===== config.mk =====
export PLATFORM = sky130hd
export DESIGN_NAME = alu_op_sequencer_flat
export DESIGN_NICKNAME = d
export VERILOG_FILES = /design/src/rtl/alu_op_sequencer_if.sv /design/src/rtl/alu_op_sequencer.sv /design/src/flat_wrapper.sv
export SDC_FILE = /design/constraint.sdc
export NUM_CORES = 1
export LEC_CHECK = 0
export ABC_CLOCK_PERIOD_IN_PS = 5650
export CAP_MARGIN = 20
export CORE_MARGIN = 4
export CORE_UTILIZATION = 58
export CTS_CLUSTER_SIZE = 40
export DETAILED_ROUTE_END_ITERATION = 7
export PLACE_DENSITY = 0.85
export SYNTH_ARGS = -nofsm -noshare
export SYNTH_HDL_FRONTEND = slang
export SYNTH_SLANG_ARGS = --single-unit

===== constraint.sdc =====
create_clock -name clk -period 5.65 [get_ports clk]
set_input_delay 0.565 -clock clk [delete_from_list [all_inputs] [get_ports clk]]
set_output_delay 0.565 -clock clk [all_outputs]
set_load 0.02 [all_outputs]

===== src/rtl/alu_op_sequencer_if.sv =====
// Command and response handshake bundle between the issue logic and the ALU sequencer.
// master = issuer/consumer side, slave = sequencer side.
interface alu_op_sequencer_if;
  logic        cmd_valid;
  logic        cmd_ready;
  logic [3:0]  cmd_sel;
  logic [31:0] cmd_a;
  logic [31:0] cmd_b;
  logic        rsp_valid;
  logic        rsp_ready;
  logic [31:0] rsp_data;
  logic        rsp_ovf;
  logic        rsp_err;

  modport master (
    output cmd_valid, cmd_sel, cmd_a, cmd_b, rsp_ready,
    input  cmd_ready, rsp_valid, rsp_data, rsp_ovf, rsp_err
  );

  modport slave (
    input  cmd_valid, cmd_sel, cmd_a, cmd_b, rsp_ready,
    output cmd_ready, rsp_valid, rsp_data, rsp_ovf, rsp_err
  );
endinterface


===== src/rtl/alu_op_sequencer.sv =====
// Buffers ALU commands in a FIFO, issues them one at a time to the combinational ALU,
// and returns the captured result with overflow masking over a valid/ready response port.
module alu_op_sequencer #(
  parameter int DEPTH = 4,
  parameter int CNT_W = 16
) (
  input  logic                 clk,
  input  logic                 rst_n,
  alu_op_sequencer_if.slave    bus,
  output logic [31:0]          alu_inp_1,
  output logic [31:0]          alu_inp_2,
  output logic [3:0]           alu_sel,
  input  logic [31:0]          alu_result,
  input  logic                 alu_overflow,
  output logic [CNT_W-1:0]     op_count
);
  localparam int PTR_W = $clog2(DEPTH);
  localparam logic [PTR_W:0] FULL_CNT = (PTR_W+1)'(DEPTH);

  typedef struct packed {
    logic [3:0]  sel;
    logic [31:0] a;
    logic [31:0] b;
  } cmd_t;

  typedef enum logic [1:0] {
    ST_IDLE  = 2'd0,
    ST_DRIVE = 2'd1,
    ST_RESP  = 2'd2
  } state_t;

  cmd_t               fifo_mem_r [DEPTH];
  logic [PTR_W-1:0]   wr_ptr_r;
  logic [PTR_W-1:0]   rd_ptr_r;
  logic [PTR_W:0]     count_r;
  state_t             state_r;
  logic [31:0]        alu_inp_1_r;
  logic [31:0]        alu_inp_2_r;
  logic [3:0]         alu_sel_r;
  logic               rsp_valid_r;
  logic [31:0]        rsp_data_r;
  logic               rsp_ovf_r;
  logic               rsp_err_r;
  logic [CNT_W-1:0]   op_count_r;
  logic               full_s;
  logic               empty_s;
  logic               push_s;
  logic               pop_s;
  cmd_t               head_s;

  function automatic logic is_valid_code(input logic [3:0] sel);
    return (sel <= 4'd10);
  endfunction

  // Only ADD and INC define a meaningful overflow flag.
  function automatic logic is_ovf_code(input logic [3:0] sel);
    return (sel == 4'b0101) || (sel == 4'b0111);
  endfunction

  assign full_s        = (count_r == FULL_CNT);
  assign empty_s       = (count_r == '0);
  assign push_s        = bus.cmd_valid && !full_s;
  assign head_s        = fifo_mem_r[rd_ptr_r];
  assign bus.cmd_ready = !full_s;
  assign bus.rsp_valid = rsp_valid_r;
  assign bus.rsp_data  = rsp_data_r;
  assign bus.rsp_ovf   = rsp_ovf_r;
  assign bus.rsp_err   = rsp_err_r;
  assign alu_inp_1     = alu_inp_1_r;
  assign alu_inp_2     = alu_inp_2_r;
  assign alu_sel       = alu_sel_r;
  assign op_count      = op_count_r;

  // Pop the head when idle, or right as the current response is handed off.
  always_comb begin
    pop_s = 1'b0;
    case (state_r)
      ST_IDLE: begin
        if (!empty_s) pop_s = 1'b1;
        else          pop_s = 1'b0;
      end
      ST_RESP: begin
        if (rsp_valid_r && bus.rsp_ready && !empty_s) pop_s = 1'b1;
        else                                          pop_s = 1'b0;
      end
      default: pop_s = 1'b0;
    endcase
  end

  // FIFO storage; stale entries are harmless because the pointers gate visibility.
  always_ff @(posedge clk) begin
    if (push_s) fifo_mem_r[wr_ptr_r] <= '{sel: bus.cmd_sel, a: bus.cmd_a, b: bus.cmd_b};
  end

  // FIFO pointers and occupancy.
  always_ff @(posedge clk or negedge rst_n) begin
    if (!rst_n) begin
      wr_ptr_r <= '0;
      rd_ptr_r <= '0;
      count_r  <= '0;
    end else begin
      if (push_s) wr_ptr_r <= wr_ptr_r + PTR_W'(1'b1);
      if (pop_s)  rd_ptr_r <= rd_ptr_r + PTR_W'(1'b1);
      case ({push_s, pop_s})
        2'b10:   count_r <= count_r + (PTR_W+1)'(1'b1);
        2'b01:   count_r <= count_r - (PTR_W+1)'(1'b1);
        default: count_r <= count_r;
      endcase
    end
  end

  // Issue/capture/respond state machine with registered ALU and response outputs.
  always_ff @(posedge clk or negedge rst_n) begin
    if (!rst_n) begin
      state_r     <= ST_IDLE;
      alu_inp_1_r <= 32'd0;
      alu_inp_2_r <= 32'd0;
      alu_sel_r   <= 4'b0000;
      rsp_valid_r <= 1'b0;
      rsp_data_r  <= 32'd0;
      rsp_ovf_r   <= 1'b0;
      rsp_err_r   <= 1'b0;
      op_count_r  <= '0;
    end else begin
      case (state_r)
        ST_IDLE: begin
          if (pop_s) begin
            alu_inp_1_r <= head_s.a;
            alu_inp_2_r <= head_s.b;
            alu_sel_r   <= head_s.sel;
            state_r     <= ST_DRIVE;
          end else begin
            state_r     <= ST_IDLE;
          end
        end
        ST_DRIVE: begin
          rsp_data_r  <= is_valid_code(alu_sel_r) ? alu_result : 32'd0;
          rsp_ovf_r   <= is_ovf_code(alu_sel_r) ? alu_overflow : 1'b0;
          rsp_err_r   <= !is_valid_code(alu_sel_r);
          rsp_valid_r <= 1'b1;
          state_r     <= ST_RESP;
        end
        ST_RESP: begin
          if (bus.rsp_ready) begin
            rsp_valid_r <= 1'b0;
            op_count_r  <= op_count_r + CNT_W'(1'b1);
            if (pop_s) begin
              alu_inp_1_r <= head_s.a;
              alu_inp_2_r <= head_s.b;
              alu_sel_r   <= head_s.sel;
              state_r     <= ST_DRIVE;
            end else begin
              state_r     <= ST_IDLE;
            end
          end else begin
            state_r <= ST_RESP;
          end
        end
        default: begin
          state_r     <= ST_IDLE;
          rsp_valid_r <= 1'b0;
        end
      endcase
    end
  end
endmodule


===== src/flat_wrapper.sv =====
// flat-port wrapper written by rule: the top's interface ports become plain ports
module alu_op_sequencer_flat 
#(
  parameter int DEPTH = 4,
  parameter int CNT_W = 16
)
  (clk, rst_n, alu_inp_1, alu_inp_2, alu_sel, alu_result, alu_overflow, op_count, bus_cmd_valid, bus_cmd_sel, bus_cmd_a, bus_cmd_b, bus_rsp_ready, bus_cmd_ready, bus_rsp_valid, bus_rsp_data, bus_rsp_ovf, bus_rsp_err);
  alu_op_sequencer_if bus_i ();
  input  logic clk;
  input  logic rst_n;
  output logic [31:0] alu_inp_1;
  output logic [31:0] alu_inp_2;
  output logic [3:0] alu_sel;
  input  logic [31:0] alu_result;
  input  logic alu_overflow;
  output logic [CNT_W-1:0] op_count;
  input wire logic [$bits(bus_i.cmd_valid)-1:0] bus_cmd_valid;
  input wire logic [$bits(bus_i.cmd_sel)-1:0] bus_cmd_sel;
  input wire logic [$bits(bus_i.cmd_a)-1:0] bus_cmd_a;
  input wire logic [$bits(bus_i.cmd_b)-1:0] bus_cmd_b;
  input wire logic [$bits(bus_i.rsp_ready)-1:0] bus_rsp_ready;
  output wire logic [$bits(bus_i.cmd_ready)-1:0] bus_cmd_ready;
  output wire logic [$bits(bus_i.rsp_valid)-1:0] bus_rsp_valid;
  output wire logic [$bits(bus_i.rsp_data)-1:0] bus_rsp_data;
  output wire logic [$bits(bus_i.rsp_ovf)-1:0] bus_rsp_ovf;
  output wire logic [$bits(bus_i.rsp_err)-1:0] bus_rsp_err;
  assign bus_i.cmd_valid = bus_cmd_valid;
  assign bus_i.cmd_sel = bus_cmd_sel;
  assign bus_i.cmd_a = bus_cmd_a;
  assign bus_i.cmd_b = bus_cmd_b;
  assign bus_i.rsp_ready = bus_rsp_ready;
  assign bus_cmd_ready = bus_i.cmd_ready;
  assign bus_rsp_valid = bus_i.rsp_valid;
  assign bus_rsp_data = bus_i.rsp_data;
  assign bus_rsp_ovf = bus_i.rsp_ovf;
  assign bus_rsp_err = bus_i.rsp_err;
  alu_op_sequencer #(.DEPTH(DEPTH), .CNT_W(CNT_W)) u_core (.clk(clk), .rst_n(rst_n), .bus(bus_i), .alu_inp_1(alu_inp_1), .alu_inp_2(alu_inp_2), .alu_sel(alu_sel), .alu_result(alu_result), .alu_overflow(alu_overflow), .op_count(op_count));
endmodule

## Word-level counts from Yosys, hierarchy flattened

Memories as Yosys holds them, arrays and structs flattened.
Cells that the tools add are included.

- Latch bits: 0
- Logic and storage cells: 64
- Memories: 1
- Output and inout port bits: 120
- Flip-flop bits (word level): 128
- Bits in writable memories: 272
- Bits of input ports: 105
- Memory bits (read-only): 0

Memories:

| memory | words | width | read ports | clocked after memory_dff | write ports | RTL line | text |
|---|---|---|---|---|---|---|---|
| u_core.fifo_mem_r | 4 | 68 | 1 | 0 | 1 | alu_op_sequencer.sv:32 | `cmd_t fifo_mem_r [DEPTH];` |

- Shifts and indexed selects: 0
- Add/sub/neg operators: 5
- Mux-type cells: 22
- Equality and inequality tests: 8
- Multiply operators: 0
- Magnitude comparators: 1
- Bitwise operators: 1
- Reductions and logical operators: 14
- Divide/modulo/power cells: 0

Operators with widths:

| kind | number |
|---|---|
| 2-to-1 mux 32 bit | 5 |
| one-hot mux 32 bit (2 select lines) | 2 |
| adder 16 x 1 -> 16 bit, second input constant | 1 |
| equality test 4 x 3 -> 1 bit, second input constant | 2 |
| 2-to-1 mux 4 bit | 2 |
| one-hot mux 4 bit (2 select lines) | 1 |
| 2-to-1 mux 1 bit | 7 |
| one-hot mux 2 bit (3 select lines) | 1 |
| one-hot mux 3 bit (2 select lines) | 1 |
| AND reduction 2 bit | 3 |
| adder 2 x 1 -> 2 bit, second input constant | 2 |
| equality test 2 x 1 -> 1 bit, second input constant | 2 |
| equality test 2 bit, second input constant | 2 |
| less-or-equal comparator 4 bit, second input constant | 1 |
| nonzero test 2 bit | 2 |
| adder 3 x 1 -> 3 bit, second input constant | 1 |
| equality test 3 bit, second input constant | 1 |
| logical AND 1 bit | 3 |
| logical NOT 1 bit | 3 |
| logical NOT 3 bit | 1 |
| one-hot mux 1 bit (3 select lines) | 1 |
| subtractor 3 x 1 -> 3 bit, second input constant | 1 |
| logical NOT 2 bit | 1 |
| 2-to-1 mux 2 bit | 1 |
| other kinds (4) | 4 |

## Depth between registers and ports, before layout

Gate-level depths: netlist (run 1).

- Depth in word-level cells: 8
- Gate-level depth with buffers: 10
- Depth with buffers taken out: 10

## Worst setup path after synthesis (run 1)

OpenSTA, ideal clock, no wires.

- Path kind: register -> register
- Start point: reg u_core.count_r[0]
- End point: mem u_core.fifo_mem_r[0][0] (netlist bit) (enable)
- Path buffers: 0
- Arrival: 2.374 ns
- Period minus slack after synthesis: 2.808 ns
- Cell stages (with the launch flop): 4
- Path slack: 2.842 ns
- Path through: dfrtp_1 -> inv_1 -> nand3_1 -> and3_1

- Longest elaborated chain between the ends: 5

Ends and longest elaborated chain:

| element | RTL line | text |
|---|---|---|
| start: declaration | alu_op_sequencer.sv:35 | `logic [PTR_W:0] count_r;` |
| start signal: assignment | alu_op_sequencer.sv:105 | `2'b10: count_r <= count_r + (PTR_W+1)'(1'b1);` |
| start signal: assignment | alu_op_sequencer.sv:106 | `2'b01: count_r <= count_r - (PTR_W+1)'(1'b1);` |
| start signal: assignment | alu_op_sequencer.sv:107 | `default: count_r <= count_r;` |
| equality test 3 bit | alu_op_sequencer.sv:60 | `assign full_s = (count_r == FULL_CNT);` |
| logical NOT 1 bit | n/a |  |
| net bus_cmd_ready | flat_wrapper.sv:22 | `output wire logic [$bits(bus_i.cmd_ready)-1:0] bus_cmd_ready;` |
| logical AND 1 bit | alu_op_sequencer.sv:62 | `assign push_s = bus.cmd_valid && !full_s;` |
| 2-to-1 mux 1 bit | alu_op_sequencer.sv:92 | `if (push_s) fifo_mem_r[wr_ptr_r] <= '{sel: bus.cmd_sel, a: bus.cmd_a, b: bus.cmd_b};` |
| 2-to-1 mux 1 bit (implied by the code) | alu_op_sequencer.sv:92 |  |
| end: declaration | alu_op_sequencer.sv:32 |  |

The timed path passes the listed nets, and every way through them passes these cells.

## Worst setup path after layout (run 1)

- Start point: reg u_core.rd_ptr_r[0]
- End point: reg u_core.alu_inp_2_r[29], in the netlist u_core.alu_inp_2[29]

- Longest elaborated chain between the ends: 4

Ends and longest elaborated chain:

| element | RTL line | text |
|---|---|---|
| start: declaration | alu_op_sequencer.sv:34 | `logic [PTR_W-1:0] rd_ptr_r;` |
| start signal: assignment | alu_op_sequencer.sv:103 | `if (pop_s) rd_ptr_r <= rd_ptr_r + PTR_W'(1'b1);` |
| memory read (4 x 68 bit) (*) | n/a |  |
| 2-to-1 mux 32 bit (*) | alu_op_sequencer.sv:127, alu_op_sequencer.sv:147 |  |
| 2-to-1 mux 32 bit | alu_op_sequencer.sv:144 | `if (bus.rsp_ready) begin` |
| one-hot mux 32 bit (2 select lines) (*) | alu_op_sequencer.sv:125 | `case (state_r)` |
| end signal: assignment | alu_op_sequencer.sv:129 | `alu_inp_2_r <= head_s.b;` |
| end signal: assignment | alu_op_sequencer.sv:149 | `alu_inp_2_r <= head_s.b;` |
| end: declaration | alu_op_sequencer.sv:38 | `logic [31:0] alu_inp_2_r;` |

Mark *: on every way between the ends. The rest lies on a longest branch, timed or not. The select of a mux whose other input is x is not followed.
A chain may end at the register's enable or synchronous reset.

==> summary.txt, run 1 <==
Design Area, Final = 0.0187 sq mm
fraction of registers with async set/reset = 0.320
#FFs+latches synth = 400
first-pass GRT wire length = 46.7 mm
setup TNS = 0 ns
CTS clock-pin slew for the worst setup and hold paths = 0.06 ns
post-layout minimum cycle time = 2.68 ns
fmax = 0.374 GHz
Post-CTS Hold Fix Bufs = 0
WHS = 0.0859 ns
Final Hold Fails = 0
die height = 168 microns
most common cell in the netlist = edfxtp_1
outcome = finished, final reports clean
drt wl/cell = 22.9 microns
Die X = 168 microns
initial antenna violation count = 1
deepest clock path buffer count = 3
final-layout fill cell count = 1477
FF+latch area = 0.0114 sq mm
PortBufs = 224
kind of critical path = flop to flop
Cell Rows = 58
switch share = 0.300
Mapped Cells = 687
Power per Cell Area = 577 mW/mm^2
Synth area leaders = edfxtp_1 55%, dfrtp_1 22%, mux4_2 10%, mux2_2 5.0%, a22o_1 1.9%
CTS root buf = clkbuf_16
Tightest Pin Transition = 1.07 ns
Post-CTS Setup Bufs = 0
DP Area = 0.0173 sq mm
drt drc = 0
VDD IR max = 0.370 mV
Final Skew = 0.0192 ns
CP endpoint kind = flop
vias in the first global route = 8244
# nets final = 1043
synth cell count leaders = 272 x edfxtp_1, 128 x dfrtp_1, 68 x mux4_2, 65 x mux2_2, 32 x a22o_1
unrepaired setup endpoints after global routing = false
setup violators final = 0
Ys Warns = 0
IO Count = 225
Max FO, Critical Path = 46
Synthesized Nets = 799
Max Cap Violations = 0
CTS tree = yes
Final Max Tran Viols = 0
Post-Route WL = 29.6 mm
TritonCTS buffer count = 40
Avg Inst Size Synth = 21.5 sq um
vias per inst = 5.71
Int Power = 7.57 mW
Synth cell types = 35
CTS sink cnt = 400
gp weighted congestion = 0.863
worst hold path class = input port to async pin
register area share after synthesis = 0.770
H-tree depth = 2
clock latency on the worst-skew pair = 0.53 ns
Lkg Pwr = 6.73 nW
diodes inserted = 0
top-area cell type share of the netlist area = 0.553
routed via count = 7383
Final period util = 0.474
drt initial violations = 470
global-route usage over all layers = 0.215
die area = 0.0281 sq mm
total gr overflow = 0
share of cells above drive strength 1 = 0.225
clock share of power = 0.255
Initial Utilization = 0.588
Post-synth EDFFs = 272
area growth from synthesis to layout = 26.8%
CP arrival = 3.09 ns
post_cts resized = 0
Worst EP required = 6.06 ns
Final HPWL DP = 18.0 mm
largest net degree at the start of global routing = 80
NetSw = 3.25 mW
Detail Route Antenna Nets = 0
area of the multi-input gates = 0.00320 sq mm
Post-synth top flop = edfxtp_1
Flop pwr share = 0.425
cell area after synthesis = 0.0148 sq mm
router iterations before antenna repair = 4
core area = 0.0251 sq mm
Comb pwr share = 0.320
startpoint types = flop
Max-slew headroom = 0.284
cell taking the most area after synthesis = edfxtp_1
==> cell type report <==
| type | count | share of cell area |
|---|---|---|
| clock buffer | 48 | 0.0577 |
| tap | 330 | 0.0220 |
| clock inverter | 25 | 0.0169 |
| sequential | 400 | 0.608 |
| timing repair buffer | 233 | 0.123 |
| inverter | 8 | 0.00160 |
| multi-input combinational | 248 | 0.171 |
==> layout by cell type, fill, tap and decap left out, drive strengths merged, types with 3 or more instances in the layout <==
cell,n
edfxtp,272
clkdlybuf4s50,223
dfrtp,128
mux2,70
mux4,68
clkbuf,48
a22o,32
clkinv,15
xnor2,13
buf,10
nand3,9
inv,9
xor2,8
nand2,7
bufinv,7
and3,7
ha,6
nor2,4
nor3,4
o21ai,3
==> registers in the layout, summed over array words and instances (netlist names) <==
register,cells
u_core.fifo_mem_r,272
u_core.bus.rsp_valid,1
u_core.alu_inp_1,32
u_core.bus.rsp_err,1
u_core.bus.rsp_ovf,1
u_core.wr_ptr_r,2
u_core.op_count,16
u_core.count_r,3
u_core.alu_inp_2,32
u_core.state_r,2
u_core.bus.rsp_data,32
u_core.rd_ptr_r,2
u_core.alu_sel,4
==> through the flow <==
step	util	std cells	setup slack [ns]	total power [mW]
2_1_floorplan	-	687	2.84	6.77
3_3_place_gp	0.690	1219	2.74	8.01
3_5_place_dp	0.690	1219	2.70	8.16
4_1_cts	0.746	1292	2.86	11.0
5_1_grt	0.746	1292	2.73	11.3
6_report	0.746	1292	2.97	10.8
==> worst paths after layout <==
path | startpoint | endpoint | slack, ns | cells past startpoint
worst min-delay path | rst_n | u_core.bus.rsp_data[13] | 0.09 | 1
worst min register to register | u_core.alu_inp_2[0] | u_core.alu_inp_2[0] | 0.49 | 1
max in group asynchronous | rst_n | u_core.bus.rsp_data[5] | 4.31 | 2
min in group clk | u_core.alu_inp_2[0] | u_core.alu_inp_2[0] | 0.49 | 1
worst max register to register | u_core.rd_ptr_r[0] | u_core.alu_inp_2[29] | 2.97 | 3
worst max-delay path | u_core.rd_ptr_r[0] | u_core.alu_inp_2[29] | 2.97 | 3
==> power by group through the flow <==
stage	clock, mW	combinational, mW	sequential, mW
after detailed placement	0	3.50	4.66
after CTS	2.80	3.53	4.62
final	2.75	3.46	4.60
after global placement	0	3.40	4.61
after global routing	2.94	3.70	4.71
after floorplan	0	1.95	4.81
==> critical path, stage by stage, from the launching register on <==
cell     delay, ns
dfrtp_4       1.05
buf_4         0.59
mux4_2        0.58
mux2_1        0.31
==> cell families after synthesis <==
kind of cell | count (synthesis) | share of synthesized area
AOI/OAI and AO/OA | 41 | 0.0238
adders and majority gates | 7 | 0.00644
buffers and inverters | 39 | 0.0146
DFF | 400 | 0.770
and+or+nand+nor | 40 | 0.0147
xor gates and xnor gates | 21 | 0.0125
muxes | 139 | 0.158
==> layer usage <==
| metal | GRT usage | up-vias | part of all wire |
|---|---|---|---|
| li1 | - | 3232 | - |
| met1 | 0.279 | 3825 | 0.39 |
| met2 | 0.372 | 277 | 0.52 |
| met3 | 0.0496 | 47 | 0.064 |
| met4 | 0.0561 | 2 | 0.023 |
| met5 | 0 | - | 0.00068 |
(Power assumes the default switching activity.)
==> run 2, diff against run 1 <==
--- a/config.mk
+++ b/config.mk
@@ -5,13 +5,13 @@
 export SDC_FILE = /design/constraint.sdc
 export NUM_CORES = 1
 export LEC_CHECK = 0
-export ABC_CLOCK_PERIOD_IN_PS = 5650
+export ABC_CLOCK_PERIOD_IN_PS = 2250
 export CAP_MARGIN = 20
 export CORE_MARGIN = 4
-export CORE_UTILIZATION = 58
+export CORE_UTILIZATION = 48
 export CTS_CLUSTER_SIZE = 40
 export DETAILED_ROUTE_END_ITERATION = 7
-export PLACE_DENSITY = 0.85
+export PLACE_DENSITY = 0.75
 export SYNTH_ARGS = -nofsm -noshare
 export SYNTH_HDL_FRONTEND = slang
 export SYNTH_SLANG_ARGS = --single-unit
==> constraint.sdc (replaced) <==
create_clock -name clk -period 2.25 [get_ports clk]
set_input_delay 0.225 -clock clk [delete_from_list [all_inputs] [get_ports clk]]
set_output_delay 0.225 -clock clk [all_outputs]
set_load 0.02 [all_outputs]
==> summary.txt, run 2 (synthesized netlist as in run 1, its figures left out) <==
outcome = finished, final reports clean
CTS root buf = clkbuf_16
drt initial violations = 319
crit-path cells = inv_1, nand3_1, buf_4, clkdlybuf4s50_1
Die X = 183 microns
total gr overflow = 0
most frequent cells in the layout = 272 x edfxtp_1, 223 x clkdlybuf4s50_1, 125 x dfrtp_1
Power, Total = 27.5 mW
Final period util = 0.918
IO Count = 225
setup TNS = 0 ns
CTS clock-pin slew for the worst setup and hold paths = 0.06 ns
Final Skew = 0.0190 ns
Post-Place Setup Slack = -0.00602 ns
max FFs per register = 272
Top reg by flops = u_core.fifo_mem_r
TritonCTS buffer count = 40
Detail Route Antenna Nets = 0
diodes inserted = 0
startpoint types = flop
CP max stage delay = 0.62 ns
largest net degree at the start of global routing = 57
CTS sink cnt = 400
drt drc = 0
Design Area, Final = 0.0191 sq mm
Lkg Pwr = 6.88 nW
Tightest Pin Transition = 0.566 ns
die height = 183 microns
WHS = 0.261 ns
# nets final = 1060
unrepaired setup endpoints after global routing = false
vias per inst = 5.36
final worst setup slack = 0.185 ns
CP arrival = 1.84 ns
H-tree depth = 2
PortBufs = 224
CTS tree = yes
drt wl/cell = 21.6 microns
commonest non-fill, non-tap cell in the layout = edfxtp_1
Initial Utilization = 0.493
die area = 0.0336 sq mm
global-route usage over all layers = 0.178
worst hold path class = input port to async pin
fmax = 0.484 GHz
initial antenna violation count = 3
gp weighted congestion = 0.785
WP buf/inv = 3
DP Area = 0.0177 sq mm
Final HPWL DP = 18.2 mm
Max FO, Critical Path = 5
Worst EP required = 2.03 ns
CP endpoint kind = output port
Max Cap Violations = 0
router iterations before antenna repair = 4
clock latency on the worst-skew pair = 0.52 ns
area growth from synthesis to layout = 29.6%
routed via count = 7348
setup violators final = 0
Post-Route WL = 29.6 mm
Max-slew headroom = 0.622
Cell Rows = 63
Final Max Tran Viols = 0
post_cts resized = 0
Final Hold Fails = 0
slowest stage cell on the critical path = clkdlybuf4s50_1
share of cells above drive strength 1 = 0.238
post-layout minimum cycle time = 2.06 ns
Power per Cell Area = 1440 mW/mm^2
kind of critical path = flop to output port
CP delay by family, top = buffers and inverters
VDD IR max = 0.935 mV
first-pass GRT wire length = 46.7 mm
deepest clock path buffer count = 3
core area = 0.0300 sq mm
vias in the first global route = 8006
## run 2: cell types whose count changed in the layout (fill, tap and decap cells not counted), sizes merged
cell,delta
buf,+16
clkbuf,+11
clkinv,-7
bufinv,-3
clkinvlp,-1
dlygate4sd3,+1
inv,+1
## run 2: layer usage
metal,GRT usage,up-vias,wire length [microns],part of all wire
li1,-,3276,-,-
met1,0.233,3770,12100,0.41
met2,0.302,239,14700,0.50
met3,0.0466,57,2090,0.071
met4,0.0429,6,636,0.022
met5,0,-,42,0.0014
## run 2: report_power, final
part / internal (mW) / total [mW] / switching, mW / leakage (nW)
Clock: 4.25 / 6.91 / 2.66 / 0.693
Sequential: 10.1 / 11.0 / 0.901 / 4.05
Combinational: 5.00 / 9.57 / 4.57 / 2.14
Total: 19.3 / 27.5 / 8.14 / 6.88
## run 2: cell type report
cell class | count | area [sq um]
inverters | 8 | 30.0
repair buffers | 250 | 2630
multi-input cells | 248 | 3200
flip-flops and latches | 400 | 11400
clock buffers | 59 | 1230
clock inverters | 15 | 181
fillers | 2057 | 10800
well taps | 390 | 488
## run 2: repair_timing
action | 4_1_cts | 5_1_grt
buffers inserted | 0 | 0
setup endpoints to repair | 0 | 0
hold buffers | 1 | 0
endpoints found under the hold margin | 53 | 0
## run 2: path summary, 6_finish.rpt
check                              startpoint                      end  slack [ns]  cells past startpoint
max in group asynchronous               rst_n        u_core.count_r[1]        1.33                      3
min in group clk                 alu_overflow       u_core.bus.rsp_ovf        0.30                      3
min reg2reg                u_core.bus.rsp_ovf       u_core.bus.rsp_ovf        0.48                      2
max reg2reg                 u_core.count_r[0]        u_core.count_r[2]        0.28                     10
max                         u_core.count_r[0]            bus_cmd_ready        0.19                      4
min                                     rst_n  u_core.bus.rsp_data[24]        0.26                      2
## run 2: stage by stage
stage / util / cells
2_1_floorplan: - / 687
3_3_place_gp: 0.591 / 1295
3_5_place_dp: 0.591 / 1295
4_1_cts: 0.639 / 1370
5_1_grt: 0.639 / 1370
6_report: 0.639 / 1370
==> run 3, diff against run 2 <==
--- a/config.mk
+++ b/config.mk
@@ -9,6 +9,7 @@
 export CAP_MARGIN = 20
 export CORE_MARGIN = 4
 export CORE_UTILIZATION = 48
+export CTS_CLUSTER_DIAMETER = 100
 export CTS_CLUSTER_SIZE = 40
 export DETAILED_ROUTE_END_ITERATION = 7
 export PLACE_DENSITY = 0.75
==> summary.txt, run 3 (synthesized netlist as in run 1, its figures left out) <==
outcome = finished, final reports clean
Initial Utilization = 0.493
Cell Rows = 63
CTS tree = yes
final worst setup slack = 0.165 ns
Final HPWL DP = 18.2 mm
setup violators final = 0
drt drc = 0
initial antenna violation count = 3
Tightest Pin Transition = 0.560 ns
CP endpoint kind = output port
crit-path cells = inv_1, nand3_1, buf_4, clkdlybuf4s50_1
startpoint types = flop
Post-Route WL = 28.6 mm
gp weighted congestion = 0.785
CTS sink cnt = 400
Power per Cell Area = 1320 mW/mm^2
commonest non-fill, non-tap cell in the layout = edfxtp_1
H-tree depth = 1
largest net degree at the start of global routing = 57
Max Cap Violations = 0
die height = 183 microns
routed via count = 7084
final core utilization = 0.607
final-layout fill cell count = 2146
CTS clock-pin slew for the worst setup and hold paths = 0.13 ns
Design Area, Final = 0.0182 sq mm
Die X = 183 microns
WHS = 0.234 ns
Final Max Tran Viols = 0
WP buf/inv = 3
Final period util = 0.927
core area = 0.0300 sq mm
clock latency on the worst-skew pair = 0.52 ns
Worst EP required = 2.03 ns
# nets final = 1034
most frequent cells in the layout = 272 x edfxtp_1, 223 x clkdlybuf4s50_1, 125 x dfrtp_1
CP Depth = 4
Top reg by flops = u_core.fifo_mem_r
unrepaired setup endpoints after global routing = false
total gr overflow = 0
IO Count = 225
CP delay by family, top = buffers and inverters
kind of critical path = flop to output port
CP arrival = 1.86 ns
Detail Route Antenna Nets = 0
drt wl/cell = 21.6 microns
PortBufs = 224
drt initial violations = 367
fmax = 0.480 GHz
Setup crit start = u_core.count_r[0]
worst reg2reg startpoint = u_core.count_r[0]
vias per inst = 5.37
Max FO, Critical Path = 5
vias in the first global route = 7654
CTS root buf = clkbuf_16
diodes inserted = 0
DP Area = 0.0177 sq mm
Lkg Pwr = 6.41 nW
area growth from synthesis to layout = 23.2%
Post-CTS Setup Bufs = 0
Max-slew headroom = 0.627
post-layout minimum cycle time = 2.09 ns
Worst R2R Path Depth = 10
VDD IR max = 0.934 mV
Final Hold Fails = 0
slowest stage cell on the critical path = clkdlybuf4s50_1
CP max stage delay = 0.62 ns
TritonCTS buffer count = 14
global-route usage over all layers = 0.170
max FFs per register = 272
Final Skew = 0.0140 ns
worst hold path class = input port to async pin
Post-Place Setup Slack = -0.00602 ns
deepest clock path buffer count = 3
first-pass GRT wire length = 44.9 mm
share of cells above drive strength 1 = 0.202
router iterations before antenna repair = 6
die area = 0.0336 sq mm
-- run 3: repair_timing --
action | CTS | global route
hold buffers | 1 | 0
gates resized for setup | 0 | 0
endpoints found under the setup margin | 0 | 0
endpoints found under the hold margin | 53 | 0
-- run 3: through the flow --
stage	instances	setup TNS, ns	total power, mW
3_3_place_gp	1295	0	20.7
4_1_cts	1320	0	24.4
6_report	1320	0	24.0
3_5_place_dp	1295	-0.00602	20.9
5_1_grt	1320	0	25.3
2_1_floorplan	687	0	17.0
-- run 3: per-layer routing --
metal / vias up / routed length, microns / GRT usage
met2: 215 / 14300 / 0.296
met3: 24 / 1960 / 0.0385
met1: 3647 / 11800 / 0.225
met4: 6 / 472 / 0.0274
met5: - / 42 / 0
li1: 3192 / - / -
-- run 3: area by class of cell --
type	instances	area, sq um	area share
Clock buffer	21	419	0.0230
Timing Repair Buffer	250	2630	0.145
Clock inverter	3	45.0	0.00248
Tap cell	390	488	0.0268
Sequential cell	400	11400	0.626
Multi-Input combinational cell	248	3200	0.176
Inverter	8	30.0	0.00165
-- run 3: worst paths after layout --
| path | to | slack, ns |
|---|---|---|
| min in group clk | u_core.bus.rsp_ovf | 0.28 |
| worst max register to register | u_core.count_r[2] | 0.27 |
| worst min-delay path | u_core.alu_inp_2[15] | 0.23 |
| worst max-delay path | bus_cmd_ready | 0.16 |
| max in group asynchronous | u_core.alu_inp_1[28] | 1.35 |
| worst min register to register | u_core.op_count[15] | 0.49 |
-- run 3: power breakdown --
part	leakage, nW	switching (mW)	internal, mW
Combinational	2.14	4.55	5.00
Clock	0.224	2.12	1.37
Sequential	4.05	0.885	10.0
Total	6.41	7.56	16.4
==> RTL edit 1 (config.mk and constraints of run 1) <==
Encoding of `state_t`: now one-hot (3 bits for 3 states).
--- a/src/rtl/alu_op_sequencer.sv
+++ b/src/rtl/alu_op_sequencer.sv
@@ -23,10 +23,10 @@
     logic [31:0] b;
   } cmd_t;
 
-  typedef enum logic [1:0] {
-    ST_IDLE  = 2'd0,
-    ST_DRIVE = 2'd1,
-    ST_RESP  = 2'd2
+  typedef enum logic [2:0] {
+    ST_IDLE  = 3'b001,
+    ST_DRIVE = 3'b010,
+    ST_RESP  = 3'b100
   } state_t;
 
   cmd_t               fifo_mem_r [DEPTH];
Check against the original RTL: same outputs for any inputs over 4 cycles, from zero or initial values and one cycle with rst_n low; so few cycles prove little.
==> RTL edit 1 against run 1 <==
Die area is 1.2% higher. Power is 3.0% lower. Count of clock-buffer cells in the layout is 12 higher. Area after synthesis is 1.3% higher. Sequential share of layout area is 0.20 points lower. Sequential cell count is 1 higher. Wire length is 1.8% higher. Setup slack worse by 0.038 ns. Combinational power is 3% lower. Design area is 0.56% higher. Synthesized cell count is 11% higher. Non-clock buffer count stayed put. Critical path type unchanged. Highest routed layer unchanged.
==> RTL edit 1: results <==
{
  "layout.nets": 1117,
  "rrSetupSlack_ns": 2.94,
  "synth-seq-area-share_pct": 76.2,
  "synth.area.top_cells": "edfxtp_1 (55%), dfrtp_1 (21%), mux4_2 (10%)",
  "use_met3_pct": 4.95,
  "grt_first_pass_wirelength_um": 47700,
  "clk_latency_ns": 0.52,
  "first_pass_iters": 5,
  "p_per_area_nw_per_um2": 557,
  "clk_pin_slew_worst_paths_ns": 0.06,
  "root_buffer": "clkbuf_16",
  "clockBufferDepth": 3,
  "syn_nets": 877,
  "routed_via_density": 5.65,
  "grt_pass1_vias": 8410,
  "swShare_pct": 31.0,
  "dp_hpwl_um": 17900,
  "multi_input_area_um2": 3380,
  "crit_end": "u_core.alu_inp_2[5]",
  "timing_hold_violations_final": 0,
  "rr_worst_depth": 3,
  "synth_flop_cell": "edfxtp_1",
  "outcome": "completed",
  "placed_cells": 1293,
  "synth_cell_types": 38,
  "peakVddDrop_v": 0.000504,
  "ys_top_cells_by_count": "edfxtp_1 (272), dfrtp_1 (128), nand2_1 (77)",
  "place_area_um2": 17500,
  "cp-start-kind": "flop",
  "worstHoldPathType": "in -> async",
  "arrival_ns": 3.11,
  "p_seq_share_pct": 43.6,
  "grt.met2_usage_pct": 38.1,
  "post_synth.cell_area_avg_um2": 19.5,
  "leakage_nw": 6.74,
  "grt_usage_pct": 21.6,
  "min_period_over_period_pct": 48.0,
  "p_comb_share_pct": 31.9,
  "whs_ns": 0.112,
  "topRoutingLayerUsed": "met5",
  "postCtsSetupRepairBufs": 0,
  "n_fill_cell": 1447,
  "worst_pin_slew_ns": 1.12,
  "crit_path_max_fanout": 40,
  "met3_length_um": 2180,
  "preCtsSetupSlack_ns": 2.54,
  "antenna_found_initial": 2,
  "max_stage_delay_ns": 0.97,
  "wl_met1_um": 11800,
  "grt_max_degree": 81,
  "skew_ns": 0.0157,
  "layout-drive-gt1-share_pct": 14.6,
  "wl_met2_um": 15700,
  "place.gp.congestion": 0.886,
  "async_flop_share_pct": 32.2,
  "cts_max_level": 2,
  "wl_per_cell_um": 22.0,
  "drt-initial-drc-count": 476,
  "met1_usage_pct": 27.8,
  "finalNonFillerCells": 1367
}
[RTL edit 1: cell count changes after synthesis, sizes merged, moves of 3 or more]
cell and change:
o21ai +31, nand3 -4, clkbuf +7, buf -3, nand2 +70, a22o -32
[RTL edit 1: cell type report]
| class | instances | area share (%) |
|---|---|---|
| sequential | 401 | 60.6 |
| multi-input combinational | 322 | 18.0 |
| timing repair buffer | 233 | 12.3 |
| clock buffer | 60 | 6.20 |
| tap | 330 | 2.19 |
| clock inverter | 14 | 0.678 |
| inverter | 7 | 0.140 |
[RTL edit 1: cell families after synthesis]
family,Yosys count,synth area share (%)
XOR/XNOR,21,1.23
flip-flops,401,76.2
AO/OA/AOI/OAI,39,1.45
multiplexers,139,15.6
adder cells (fa/ha/maj),7,0.636
AND/OR/NAND/NOR,116,3.58
buffers and inverters,42,1.31
==> RTL edit 2 (config.mk and constraints of run 1) <==
Made on the original files. `DEPTH` is set to 4 in 2 places; all go to 2.
--- a/src/rtl/alu_op_sequencer.sv
+++ b/src/rtl/alu_op_sequencer.sv
@@ -1,7 +1,7 @@
 // Buffers ALU commands in a FIFO, issues them one at a time to the combinational ALU,
 // and returns the captured result with overflow masking over a valid/ready response port.
 module alu_op_sequencer #(
-  parameter int DEPTH = 4,
+  parameter int DEPTH = 2,
   parameter int CNT_W = 16
 ) (
   input  logic                 clk,
--- a/src/flat_wrapper.sv
+++ b/src/flat_wrapper.sv
@@ -1,7 +1,7 @@
 // flat-port wrapper written by rule: the top's interface ports become plain ports
 module alu_op_sequencer_flat 
 #(
-  parameter int DEPTH = 4,
+  parameter int DEPTH = 2,
   parameter int CNT_W = 16
 )
   (clk, rst_n, alu_inp_1, alu_inp_2, alu_sel, alu_result, alu_overflow, op_count, bus_cmd_valid, bus_cmd_sel, bus_cmd_a, bus_cmd_b, bus_rsp_ready, bus_cmd_ready, bus_rsp_valid, bus_rsp_data, bus_rsp_ovf, bus_rsp_err);
Formal check against the unedited RTL: not equivalent (Yosys sat finds a counterexample within 4 cycles, from zero or initial values and one cycle with rst_n low).
==> RTL edit 2 against run 1 <==
Setup slack better by 0.033 ns. Power down 32%. Sequential cell count down 139. Design area down 32%. Sequential share of layout area down 3.9 points. Cell count down 18%. Wire length down 30%. Register-to-register slack better by 0.36 ns. Area after synthesis down 36%. Critical path type is now in -> reg. Critical endpoint is now u_core.count_r[1].
==> RTL edit 2: results <==
{
  "cts_max_level": 1,
  "grt_pass1_vias": 6210,
  "max_stage_delay_ns": 0.75,
  "place.gp.congestion": 0.813,
  "outcome": "completed",
  "startpoint": "bus_rsp_ready",
  "leakage_nw": 5.00,
  "worst_pin_slew_ns": 0.977,
  "synth-seq-area-share_pct": 76.5,
  "n_fill_cell": 879,
  "async_flop_share_pct": 47.9,
  "peakVddDrop_v": 0.000368,
  "crit_slowest_cell": "buf_4",
  "synth_cell_types": 33,
  "grt_first_pass_wirelength_um": 32300,
  "place_area_um2": 11900,
  "layout.nets": 937,
  "drt-initial-drc-count": 312,
  "largest_register_ffs": 136,
  "syn_nets": 709,
  "r2r_start": "u_core.count_r[0]",
  "grt_max_degree": 97,
  "ys_top_cells_by_count": "edfxtp_1 (136), dfrtp_1 (125), nor2_1 (76)",
  "layout-drive-gt1-share_pct": 6.60,
  "cts_buffers": 25,
  "synth.area.top_cells": "edfxtp_1 (43%), dfrtp_1 (33%), mux2i_1 (7.2%)",
  "rrSetupSlack_ns": 3.33,
  "wl_per_cell_um": 19.6,
  "grt_usage_pct": 22.5,
  "crit_path_max_fanout": 96
}
==> RTL edit 2: changes by cell type in the layout (fill, tap and decap cells not counted), moves of 5 or more <==
cell,delta
mux2_2,-64
a21oi_1,+68
inv_1,-7
bufinv_16,-7
mux2_1,-5
edfxtp_1,-136
nand2_1,+7
nor2_1,+71
mux2i_1,+67
mux4_2,-68
clkbuf_16,-13
==> RTL edit 2: worst reg2reg max path: cells and delay by family (launching register included) <==
kind / cells / cell delay (ns)
AO/OA/AOI/OAI: 1 / 0.24
XOR/XNOR: 2 / 0.28
flip-flops: 1 / 0.42
AND/OR/NAND/NOR: 2 / 0.20
buffers and inverters: 1 / 0.75
adder cells (fa/ha/maj): 1 / 0.33
==> RTL edit 2: logic make-up after synthesis <==
logic type,Yosys count,share of synthesized area [%]
simple gates,110,5.14
compound gates,108,7.21
fa+ha+maj,2,0.265
mux,69,7.34
flops,261,76.5
xor+xnor,20,1.86
buf+inv,32,1.69
==> RTL edit 2: final cells by class <==
class	instances	area share, %
sequential	261	56.9
timing repair buffer	232	18.3
multi-input combinational	309	16.4
clock buffer	37	5.94
tap	216	2.13
clock inverter	9	0.395
inverter	1	0.0296
==> RTL edit 2: power groups by stage <==
stage                     Clock [mW]  Combinational (mW)  Sequential [mW]
final                           1.60                2.68             3.03
after global routing            1.71                2.89             3.10
after CTS                       1.63                2.71             3.04
after detailed placement           0                2.68             3.06
after global placement             0                2.58             3.03
after floorplan                    0                1.20             3.38
==> RTL edit 2: how the worst min path moves through the flow <==
stage	start	to	slack, ns	cells after the start
after detailed placement	u_core.bus.rsp_ovf	u_core.bus.rsp_ovf	0.47	2
after floorplan	rst_n	u_core.alu_inp_1[0]	0.27	0
after CTS	rst_n	u_core.bus.rsp_data[31]	0.03	1
after global routing	rst_n	u_core.bus.rsp_data[31]	0.05	1
after global placement	u_core.op_count[15]	u_core.op_count[15]	0.46	1
final	rst_n	u_core.bus.rsp_data[31]	0.02	1
==> RTL edit 2: metal layers <==
layer	wire [um]	part of all wire, %	GRT usage, %	up-vias
met5	13	0.062	0	-
met4	489	2.3	6.38	2
met3	1960	9.4	6.20	36
met2	10400	50	39.2	248
met1	8030	39	27.9	2850
li1	-	-	-	2652
==> RTL edit 2: metrics by stage <==
step / util, % / setup slack [ns] / hold WS (ns) / cells
global placement: 74.7 / 2.58 / 0.458 / 1018
detailed placement: 74.7 / 2.50 / 0.472 / 1018
global route: 79.9 / 2.82 / 0.0476 / 1065
finish: 79.9 / 3.01 / 0.0168 / 1065
CTS: 79.7 / 3.01 / 0.0309 / 1064
floorplan: - / 1.50 / 0.269 / 602
